==> config.mk <==
export PLATFORM = sky130hd
export DESIGN_NAME = wm_cycle_controller
export DESIGN_NICKNAME = d
export VERILOG_FILES = /design/src/rtl/wm_pkg.sv /design/src/rtl/wm_edge_detect.sv /design/src/rtl/wm_cycle_controller.sv
export SDC_FILE = /design/constraint.sdc
export NUM_CORES = 1
export LEC_CHECK = 0
export BUFFER_PORTS_ARGS = -buffer_cell sky130_fd_sc_hd__clkbuf_2
export CORE_ASPECT_RATIO = 1.1
export CORE_UTILIZATION = 58
export DETAILED_ROUTE_END_ITERATION = 12
export PLACE_DENSITY = 0.86
export RECOVER_POWER = 50
export SETUP_SLACK_MARGIN = 0.15
export SLEW_MARGIN = 20
export SYNTH_ARGS = -nofsm -noshare
export SYNTH_HDL_FRONTEND = slang
export SYNTH_SLANG_ARGS = --single-unit
==> constraint.sdc <==
create_clock -name clock -period 7.58 [get_ports clock]
set_clock_uncertainty 0.2 [all_clocks]
set_input_delay 1.895 -clock clock [delete_from_list [all_inputs] [get_ports clock]]
set_output_delay 1.895 -clock clock [all_outputs]
set_load 0.02 [all_outputs]
==> src/rtl/wm_pkg.sv <==
// Shared definitions for the washing-machine controller: the 3-bit phase
// codes seen by both the cycle sequencer and the phase timer, the default
// phase durations used by the timer, and small helpers used by the sequencer.
package wm_pkg;

  // Phase code driven to the timer; the numeric values are part of the
  // timer interface and must not be reordered.
  typedef enum logic [2:0] {
    IDLE  = 3'd0,
    GAP   = 3'd1,
    FILL  = 3'd2,
    HEAT  = 3'd3,
    WASH  = 3'd4,
    RINSE = 3'd5,
    SPIN  = 3'd6,
    DONE  = 3'd7
  } wm_phase_e;

  // Default phase durations in clock cycles, consumed by the phase timer.
  localparam int FILL_CYCLES  = 16;
  localparam int HEAT_CYCLES  = 24;
  localparam int WASH_CYCLES  = 32;
  localparam int RINSE_CYCLES = 20;
  localparam int SPIN_CYCLES  = 24;

  // Index of each timer flag inside the 3-bit flag vector.
  localparam int FLAG_FULL = 0;
  localparam int FLAG_TEMP = 1;
  localparam int FLAG_COMP = 2;

  // True for phases whose length is measured by the timer.
  function automatic logic is_timed(input wm_phase_e ph);
    return (ph == FILL) || (ph == HEAT) || (ph == WASH) ||
           (ph == RINSE) || (ph == SPIN);
  endfunction

  // Two-bit increment that sticks at its maximum instead of wrapping.
  function automatic logic [1:0] sat_inc(input logic [1:0] v);
    return (v == 2'b11) ? v : v + 2'd1;
  endfunction

endpackage

==> src/rtl/wm_edge_detect.sv <==
// Registered rising-edge detector. The timer flags are sticky levels, so only
// a 0->1 transition is turned into a single-cycle event for the sequencer.
module wm_edge_detect #(
  parameter int W = 3
) (
  input  logic         clock,
  input  logic         reset_n,
  input  logic [W-1:0] sig_in,
  output logic [W-1:0] rise
);

  logic [W-1:0] prev_q;
  logic [W-1:0] rise_q;

  // Remember the last sampled level and register the 0->1 pulse.
  always_ff @(posedge clock or negedge reset_n) begin
    if (!reset_n) begin
      prev_q <= '0;
      rise_q <= '0;
    end else begin
      prev_q <= sig_in;
      rise_q <= sig_in & ~prev_q;
    end
  end

  assign rise = rise_q;

endmodule

==> src/rtl/wm_cycle_controller.sv <==
// Wash-cycle sequencer: steps through fill/heat/wash/rinse/spin, inserts a
// one-cycle GAP code between timed phases so the timer clears its counters,
// and drives the actuator enables registered from the next phase.
// Optional build macro: WM_WATCHDOG_EN adds a per-phase watchdog that raises
// a sticky fault and returns to IDLE when a phase lasts TIMEOUT_CYCLES.
module wm_cycle_controller
  import wm_pkg::*;
#(
  parameter int RINSE_PASSES   = 2,
  parameter int TIMEOUT_CYCLES = 64
) (
  input  logic       clock,
  input  logic       reset_n,
  input  logic       start,
  input  logic       door_closed,
  input  logic       cancel,
  input  logic       sig_Full,
  input  logic       sig_Temperature,
  input  logic       sig_Completed,
  output logic [2:0] state,
  output logic       door_lock,
  output logic       water_valve,
  output logic       heater,
  output logic       motor_on,
  output logic       motor_fast,
  output logic       drain,
  output logic       cycle_done,
  output logic       fault
);

  // Reject configurations the counters cannot represent.
  if (RINSE_PASSES < 1 || RINSE_PASSES > 3) begin : g_bad_rinse
    $error("RINSE_PASSES must be 1..3");
  end
  if (TIMEOUT_CYCLES < 2 || TIMEOUT_CYCLES > 255) begin : g_bad_timeout
    $error("TIMEOUT_CYCLES must be 2..255");
  end

  wm_phase_e  state_q, state_d;
  wm_phase_e  gap_tgt_q, gap_tgt_d;
  logic [1:0] rinse_q, rinse_d;

  logic [2:0] flag_rise;
  logic       ev_full, ev_temp, ev_comp;

  logic       door_lock_q, water_valve_q, heater_q;
  logic       motor_on_q, motor_fast_q, drain_q, cycle_done_q;
  logic       door_lock_d, water_valve_d, heater_d;
  logic       motor_on_d, motor_fast_d, drain_d, cycle_done_d;

  logic       start_blocked;
  logic       wd_expire;

  wm_edge_detect #(.W(3)) u_edge (
    .clock   (clock),
    .reset_n (reset_n),
    .sig_in  ({sig_Completed, sig_Temperature, sig_Full}),
    .rise    (flag_rise)
  );

  assign ev_full = flag_rise[FLAG_FULL];
  assign ev_temp = flag_rise[FLAG_TEMP];
  assign ev_comp = flag_rise[FLAG_COMP];

`ifdef WM_WATCHDOG_EN
  localparam logic [7:0] WD_LAST = 8'(TIMEOUT_CYCLES - 1);

  logic [7:0] wd_cnt_q;
  logic       fault_q;

  // The counter value reached on the last allowed cycle of a timed phase
  // forces the exit, so a phase never lasts longer than TIMEOUT_CYCLES.
  assign wd_expire     = is_timed(state_q) && (wd_cnt_q == WD_LAST);
  assign start_blocked = fault_q;

  // Phase-length counter (cleared on every phase change) and sticky fault.
  always_ff @(posedge clock or negedge reset_n) begin
    if (!reset_n) begin
      wd_cnt_q <= '0;
      fault_q  <= 1'b0;
    end else begin
      if (state_d != state_q) begin
        wd_cnt_q <= '0;
      end else if (is_timed(state_q)) begin
        wd_cnt_q <= wd_cnt_q + 8'd1;
      end
      if (wd_expire) begin
        fault_q <= 1'b1;
      end
    end
  end

  assign fault = fault_q;
`else
  assign wd_expire     = 1'b0;
  assign start_blocked = 1'b0;
  assign fault         = 1'b0;
`endif

  // State, sequencing bookkeeping and registered actuator outputs.
  always_ff @(posedge clock or negedge reset_n) begin
    if (!reset_n) begin
      state_q       <= IDLE;
      gap_tgt_q     <= IDLE;
      rinse_q       <= '0;
      door_lock_q   <= 1'b0;
      water_valve_q <= 1'b0;
      heater_q      <= 1'b0;
      motor_on_q    <= 1'b0;
      motor_fast_q  <= 1'b0;
      drain_q       <= 1'b0;
      cycle_done_q  <= 1'b0;
    end else begin
      state_q       <= state_d;
      gap_tgt_q     <= gap_tgt_d;
      rinse_q       <= rinse_d;
      door_lock_q   <= door_lock_d;
      water_valve_q <= water_valve_d;
      heater_q      <= heater_d;
      motor_on_q    <= motor_on_d;
      motor_fast_q  <= motor_fast_d;
      drain_q       <= drain_d;
      cycle_done_q  <= cycle_done_d;
    end
  end

  // Next phase: nominal sequencing, then cancel, then watchdog override.
  always_comb begin
    state_d   = state_q;
    gap_tgt_d = gap_tgt_q;
    rinse_d   = rinse_q;

    unique case (state_q)
      IDLE: begin
        // A fresh cycle always starts with the heated wash pass.
        rinse_d = '0;
        if (start && door_closed && !start_blocked) begin
          state_d = FILL;
        end
      end
      FILL: begin
        if (ev_full) begin
          state_d   = GAP;
          gap_tgt_d = (rinse_q == 2'd0) ? HEAT : RINSE;
        end
      end
      HEAT: begin
        if (ev_temp) begin
          state_d   = GAP;
          gap_tgt_d = WASH;
        end
      end
      WASH: begin
        if (ev_comp) begin
          state_d   = GAP;
          gap_tgt_d = FILL;
          rinse_d   = sat_inc(rinse_q);
        end
      end
      RINSE: begin
        if (ev_comp) begin
          state_d = GAP;
          if (int'(rinse_q) < RINSE_PASSES) begin
            gap_tgt_d = FILL;
            rinse_d   = sat_inc(rinse_q);
          end else begin
            gap_tgt_d = SPIN;
          end
        end
      end
      GAP: begin
        state_d = gap_tgt_q;
      end
      SPIN: begin
        if (ev_comp) begin
          state_d = DONE;
        end
      end
      DONE: begin
        if (!door_closed || !start) begin
          state_d = IDLE;
        end
      end
      default: state_d = IDLE;
    endcase

    // Cancel drains the tub via SPIN; it outranks any flag event this cycle.
    if (cancel && (state_q != IDLE) && (state_q != SPIN) && (state_q != DONE)) begin
      state_d = SPIN;
      rinse_d = '0;
    end

    if (wd_expire) begin
      state_d = IDLE;
      rinse_d = '0;
    end
  end

  // Actuator decode from the next phase so outputs move with the state code.
  always_comb begin
    door_lock_d   = 1'b0;
    water_valve_d = 1'b0;
    heater_d      = 1'b0;
    motor_on_d    = 1'b0;
    motor_fast_d  = 1'b0;
    drain_d       = 1'b0;
    cycle_done_d  = 1'b0;

    unique case (state_d)
      IDLE: ;
      GAP: begin
        // Motion actuators coast through the gap; water and heat stop.
        door_lock_d  = 1'b1;
        motor_on_d   = motor_on_q;
        motor_fast_d = motor_fast_q;
        drain_d      = drain_q;
      end
      FILL: begin
        door_lock_d   = 1'b1;
        water_valve_d = 1'b1;
      end
      HEAT: begin
        door_lock_d = 1'b1;
        heater_d    = 1'b1;
      end
      WASH, RINSE: begin
        door_lock_d = 1'b1;
        motor_on_d  = 1'b1;
      end
      SPIN: begin
        door_lock_d  = 1'b1;
        motor_on_d   = 1'b1;
        motor_fast_d = 1'b1;
        drain_d      = 1'b1;
      end
      DONE: begin
        cycle_done_d = 1'b1;
      end
      default: ;
    endcase
  end

  assign state       = state_q;
  assign door_lock   = door_lock_q;
  assign water_valve = water_valve_q;
  assign heater      = heater_q;
  assign motor_on    = motor_on_q;
  assign motor_fast  = motor_fast_q;
  assign drain       = drain_q;
  assign cycle_done  = cycle_done_q;

endmodule

After elaboration in Yosys (flattened, before gate mapping):

Index checks and enable logic that the tools add are counted.

* add/sub/neg operators: 1
* multipliers: 0
* divide/modulo/power cells: 0
* $lt $le $gt $ge: 1
* equality and inequality tests: 24
* shift-type cells: 0
* multiplexer cells: 27
* bitwise operators: 2
* reduce and logical (&&, ||, !) cells: 17

Operators by type and width (number)
* $mux W3: 13
* $eq A3 B3 Y1 const B: 8
* $pmux W3 S7: 1
* $eq A3 B2 Y1 const B: 4
* $pmux W3 S4: 1
* $mux W2: 5
* $ne A3 B3 Y1 const B: 3
* $ne A2 B1 Y1 const B: 4
* $reduce_bool A4 Y1: 2
* $eq A3 B1 Y1 const B: 2
* $ne A3 B2 Y1 const B: 2
* $pmux W2 S3: 1
* $reduce_or A6 Y1: 1
* $reduce_and A5 Y1: 1
* $logic_and A1 B1 Y1: 4
* $mux W1: 4
* $pmux W1 S2: 2
* $reduce_and A4 Y1: 1
* $and A3 B3 Y3: 1
* $logic_not A3 Y1: 1
* $not A3 Y3: 1
* $reduce_bool A3 Y1: 1
* $reduce_or A3 Y1: 1
* $add A2 B1 Y2 const B: 1
* 6 further kinds: 7

* register bits after elaboration: 20
* bits in latches: 0
* memory bits (writable): 0
* memory bits (read-only): 0
* output and inout port bits: 11
* word-level logic and storage cells: 83
* memories kept: 0

Depth between registers and ports, before layout:

* depth after elaboration: 8
* gate-level depth with buffers: 9
* depth with buffers taken out: 7

Cells and area by module:

A second synthesis with hierarchy kept.

* cell total of the unflattened synthesis: 104
* area, all modules: 1037.2 sq um

Modules (own cells, without submodules)
* wm_cycle_controller: instances 1, cells each 95, area each 845.8 sq um
* wm_edge_detect: instances 1, cells each 9, area each 191.4 sq um

Worst setup path before layout:

No wires, ideal clock.

* path type: in2reg
* start point: in door_closed
* end point: reg door_lock_q (netlist: door_lock)
* data arrival time: 3.034 ns
* required time: 7.256 ns
* path slack: 4.221 ns
* stages: 5
* buffers on the path: 0
* cells stage by stage: a21bo_2 -> a32o_1 -> a211o_4 -> nand3b_4 -> a2bb2oi_1

* longest elaborated chain between the ends: 8
* elaborated cells between the ends (all ways): 15

Ends and longest elaborated chain
* from (decl): line wm_cycle_controller.sv:15 `input logic door_closed,`
* $logic_not A1 Y1: line wm_cycle_controller.sv:180 `if (!door_closed || !start) begin`
* $logic_or A1 B1 Y1: line wm_cycle_controller.sv:180
* $mux W3: line wm_cycle_controller.sv:180
* $pmux W3 S7 (*): line wm_cycle_controller.sv:133 `unique case (state_q)`
* $mux W3 (*): line wm_cycle_controller.sv:188 `if (cancel && (state_q != IDLE) && (state_q != SPIN) && (state_q != DONE)) begin`
* named net state_d[2]: line wm_cycle_controller.sv:39 `wm_phase_e state_q, state_d;`
* $eq A3 B3 Y1, or another cell as far along: line wm_cycle_controller.sv:209 `unique case (state_d)`
* $reduce_or A6 Y1 (no line) (*)
* $mux W1 (*): line wm_cycle_controller.sv:209
* named net door_lock_d: line wm_cycle_controller.sv:48 `logic door_lock_d, water_valve_d, heater_d;`
* to (signal assigned): line wm_cycle_controller.sv:117 `door_lock_q <= door_lock_d;`
* to (decl): line wm_cycle_controller.sv:46 `logic door_lock_q, water_valve_q, heater_q;`

Mark *: on every way through the listed nets, which the timed path passes. The rest lies on a longest branch.
A chain may end at the register's enable or synchronous reset.

Worst setup path after layout:

* start point: reg state_q[2] (netlist: state[2])
* end point: out state[2]

RTL lines
* from (decl): line wm_cycle_controller.sv:39
* from (signal assigned): line wm_cycle_controller.sv:114 `state_q <= state_d;`
* to (decl): line wm_cycle_controller.sv:20 `output logic [2:0] state,`

No word-level cell between the ends.

==> summary.md <==
| Metric | Value |
|---|---|
| Outcome | `finished clean` |
| M1 GR Usage | `~29%` |
| Clk_lat worst skew | `0.30 ns` |
| Max Cap Viol | `0` |
| Resized cells post-CTS | `0` |
| Fin Hold WS | `approximately 0.21 ns` |
| Reg2Reg Setup Slack | `around 4.7 ns` |
| Fmax | `298.3 MHz` |
| Post-synth top area share | `between 40 and 50%` |
| Crit. End Element | `primary output` |
| Crit path DAT | `roughly 1.3 ns` |
| Final nets | `around 140` |
| Placement Setup Slack | `between 4 and 5 ns` |
| Yosys warning count | `0` |
| Leading cell types in the layout, fill and taps excluded | `20 x dfrtp_1, 15 x clkbuf_2, 8 x nor2b_1, 8 x nand2_1, 7 x a21oi_1` |
| Unrepaired setup endpoints after global routing | `no` |
| I/O pin total | `19` |
| Port bufs | `17` |
| Combinational power share | `between 50% and 60%` |
| Total CTS buffers | `3` |
| Via count | `slightly below 900` |
| EDFF count, synth | `0` |
| Die H | `between 40 and 50 um` |
| Relative slew slack | `33.73%` |
| Kind of critical path | `flip-flop to primary output` |
| GR met3 Demand/Resource | `around 5.6%` |
| Die area | `0.002142 sq mm` |
| Worst Setup Slack, final | `4.228 ns` |
| Drt initial violations | `18` |
| Mapped Cells | `110` |
| Antenna violations before repair | `0` |
| Final ANT Viol Nets | `0` |
| Distinct cells, synth | `42` |
| Setup violations, final | `0` |
| Routability cong. | `slightly below 0.9` |
| Int Power | `0.2989 mW` |
| Synth-to-Final Area Change | `7.371%` |
| Largest net degree at the start of global routing | `21` |
| Final wirelength | `2040 um` |
| Synth Flop Type | `dfrtp_1` |
| Sequential area share after synthesis | `44.00%` |
| Antenna Cells | `0` |
| Final Util | `around 68%` |
| Tot GR Track Use | `a little under a quarter` |
| Die Wd | `44.22 um` |
| Worst Setup EP | `state[2]` |
| CTS clk-pin slew, worst paths | `~0.10 ns` |
| RR Endpoint | `door_lock` |
| LEAKAGE | `~0.57 nW` |
| Overall power after layout | `0.5406 mW` |
| DRT Pass-1 Iters | `6` |
| Peak supply drop | `between 0.2 and 0.3 mV` |
| # hold bufs at CTS | `0` |
| Cell count along the critical path | `1` |
| Synth Register Bits | `20` |
| Worst Path Buf+Inv | `1` |
| Critical-path maximum fanout | `19` |
| FP Rows | `16` |
| Post-Syn Nets | `between 100 and 150` |
| PD cells | `442.7 mW/mm^2` |
| Met2 GRT Util | `37.01%` |
| Global-route wire length before repair | `3588 um` |
| CTS tree | `yes` |
| Grt total ovfl | `0` |
| R2R cell count | `7` |
| Top Usage Layer GRT | `met2` |
| HPWL Detailed | `1539 um` |
| Hold WC Path Type | `flip-flop to flip-flop` |
| CP Cell Sequence | `clkbuf_2` |
| Clock power share | `a little under a tenth` |
| Mapped Avg Cell Area | `approximately 10 sq um` |
| DRC viols | `0` |
| Routed wire per std cell | `about 14 um` |
| H-Tree Level Count | `1` |
| Post-CTS Setup Bufs | `0` |
| Final Max Slew Viols | `0` |
| Final hold violation count | `0` |
| Critical Path Max Stage Delay | `0.68 ns` |
| Core area | `0.001802 sq mm` |
| CTS max path bufs | `2` |
| Synth area leader | `dfrtp_1` |
| Async SR Flop Fraction | `100.0%` |
| Register share of total power | `about a third` |
| Number of global-route vias before repair | `roughly 840` |
| Worst setup startpoint | `state[2]` |
| Worst path slowest cell | `dfrtp_1` |
| CP top delay family | `flip-flops` |
| Kind of start point of the critical path | `flip-flop` |
| Vias per cell | `between 6 and 7` |
| Setup TNS | `0 ns` |
| Initial Utilization | `63.13%` |
| RR Startpoint | `state[1]` |
| Layout cells sized above 1 | `19.35%` |
| Most common cell after layout, fill and taps aside | `dfrtp_1` |
| Tmin final | `around 3.4 ns` |
| Switching pwr | `0.2418 mW` |
| Clk sinks | `20` |
| Mapped Area | `around 0.0011 sq mm` |
| Req. time, crit path | `between 5 and 6 ns` |
| Hold path start | `u_edge.prev_q[0]` |
| Worst-margin pin slew | `0.9941 ns` |
| Root buf cell | `clkbuf_4` |
| Switching part of the total | `around 45%` |
| Fin crit share | `44.23%` |
| Most area-consuming cells after synthesis | `dfrtp_1 44%, ha_1 5.5%, nor2b_1 4.4%` |
## cells in the mapped netlist (2+ instances only)
cell     instances
nor2b_1          8
or3_1            2
dfrtp_1         20
mux2_1           2
nand3_1          4
and3_1           3
nor3_1           2
a31oi_1          2
inv_1            5
ha_1             5
buf_2            3
and2_1           2
nor2_1           6
buf_4            3
nand2_1          8
a21oi_1          7
o21ai_0          3
## worst min-delay path by stage
stage	slack, ns	cells after the start	to
after global placement	0.18	1	u_edge.rise[2]
after floorplan	0.18	1	u_edge.rise[0]
final	0.21	1	u_edge.rise[0]
after CTS	0.21	1	u_edge.rise[0]
after global routing	0.23	1	u_edge.rise[2]
after detailed placement	0.20	1	u_edge.rise[0]
## logic make-up after synthesis
| group | count (synthesis) | share of synthesized area [%] |
|---|---|---|
| AND/OR/NAND/NOR | 42 | 21.34 |
| AO/OA/AOI/OAI | 27 | 20.02 |
| multiplexers | 4 | 3.850 |
| adder cells (fa/ha/maj) | 5 | 5.501 |
| flip-flops | 20 | 44.00 |
| buffers and inverters | 11 | 4.950 |
| other | 1 | 0.3297 |
## routing by layer
metal  vias up  wire length, um
met3         5               61
met2        16             1007
met4         0               47
met1       432              924
li1        423                -
met5         -                0
## worst register-to-register path: stages (launching register included)
cell and delay, ns:
dfrtp_1 0.62, inv_1 0.19, ha_1 0.39, or3_1 0.44
a21o_1 0.21, a211o_4 0.38, nand3b_4 0.17, a2bb2oi_1 0.15
## flip-flops by register name (all words and copies together), names as in the netlist
signal / cells
cycle_done: 1
door_lock: 1
drain: 1
gap_tgt_q: 3
heater: 1
motor_on: 1
rinse_q: 2
state: 3
u_edge.prev_q: 3
u_edge.rise: 3
water_valve: 1
## layout make-up
type / instances / area (sq um)
clock buffer: 3 / 22.52
fill: 153 / 580.6
inverter: 5 / 18.77
multi-input combinational: 79 / 574.3
sequential: 20 / 500.5
tap: 18 / 22.52
timing repair buffer: 17 / 82.58
## stage by stage
| stage | cell area, sq um | std cells |
|---|---|---|
| 6_report | 1221 | 142 |
| 5_1_grt | 1221 | 142 |
| 4_1_cts | 1230 | 142 |
| 3_5_place_dp | 1207 | 139 |
| 3_3_place_gp | 1207 | 139 |
| 2_1_floorplan | 1137 | 110 |
## power groups by stage
stage          Sequential [mW]  Clock, mW  Combinational (mW)
2_1_floorplan            0.180          0               0.257
3_3_place_gp             0.177          0               0.310
3_5_place_dp             0.179          0               0.317
4_1_cts                  0.176     0.0508               0.319
5_1_grt                  0.183     0.0540               0.347
6_report                 0.177     0.0496               0.315
Power figures use the tool's default switching activity.
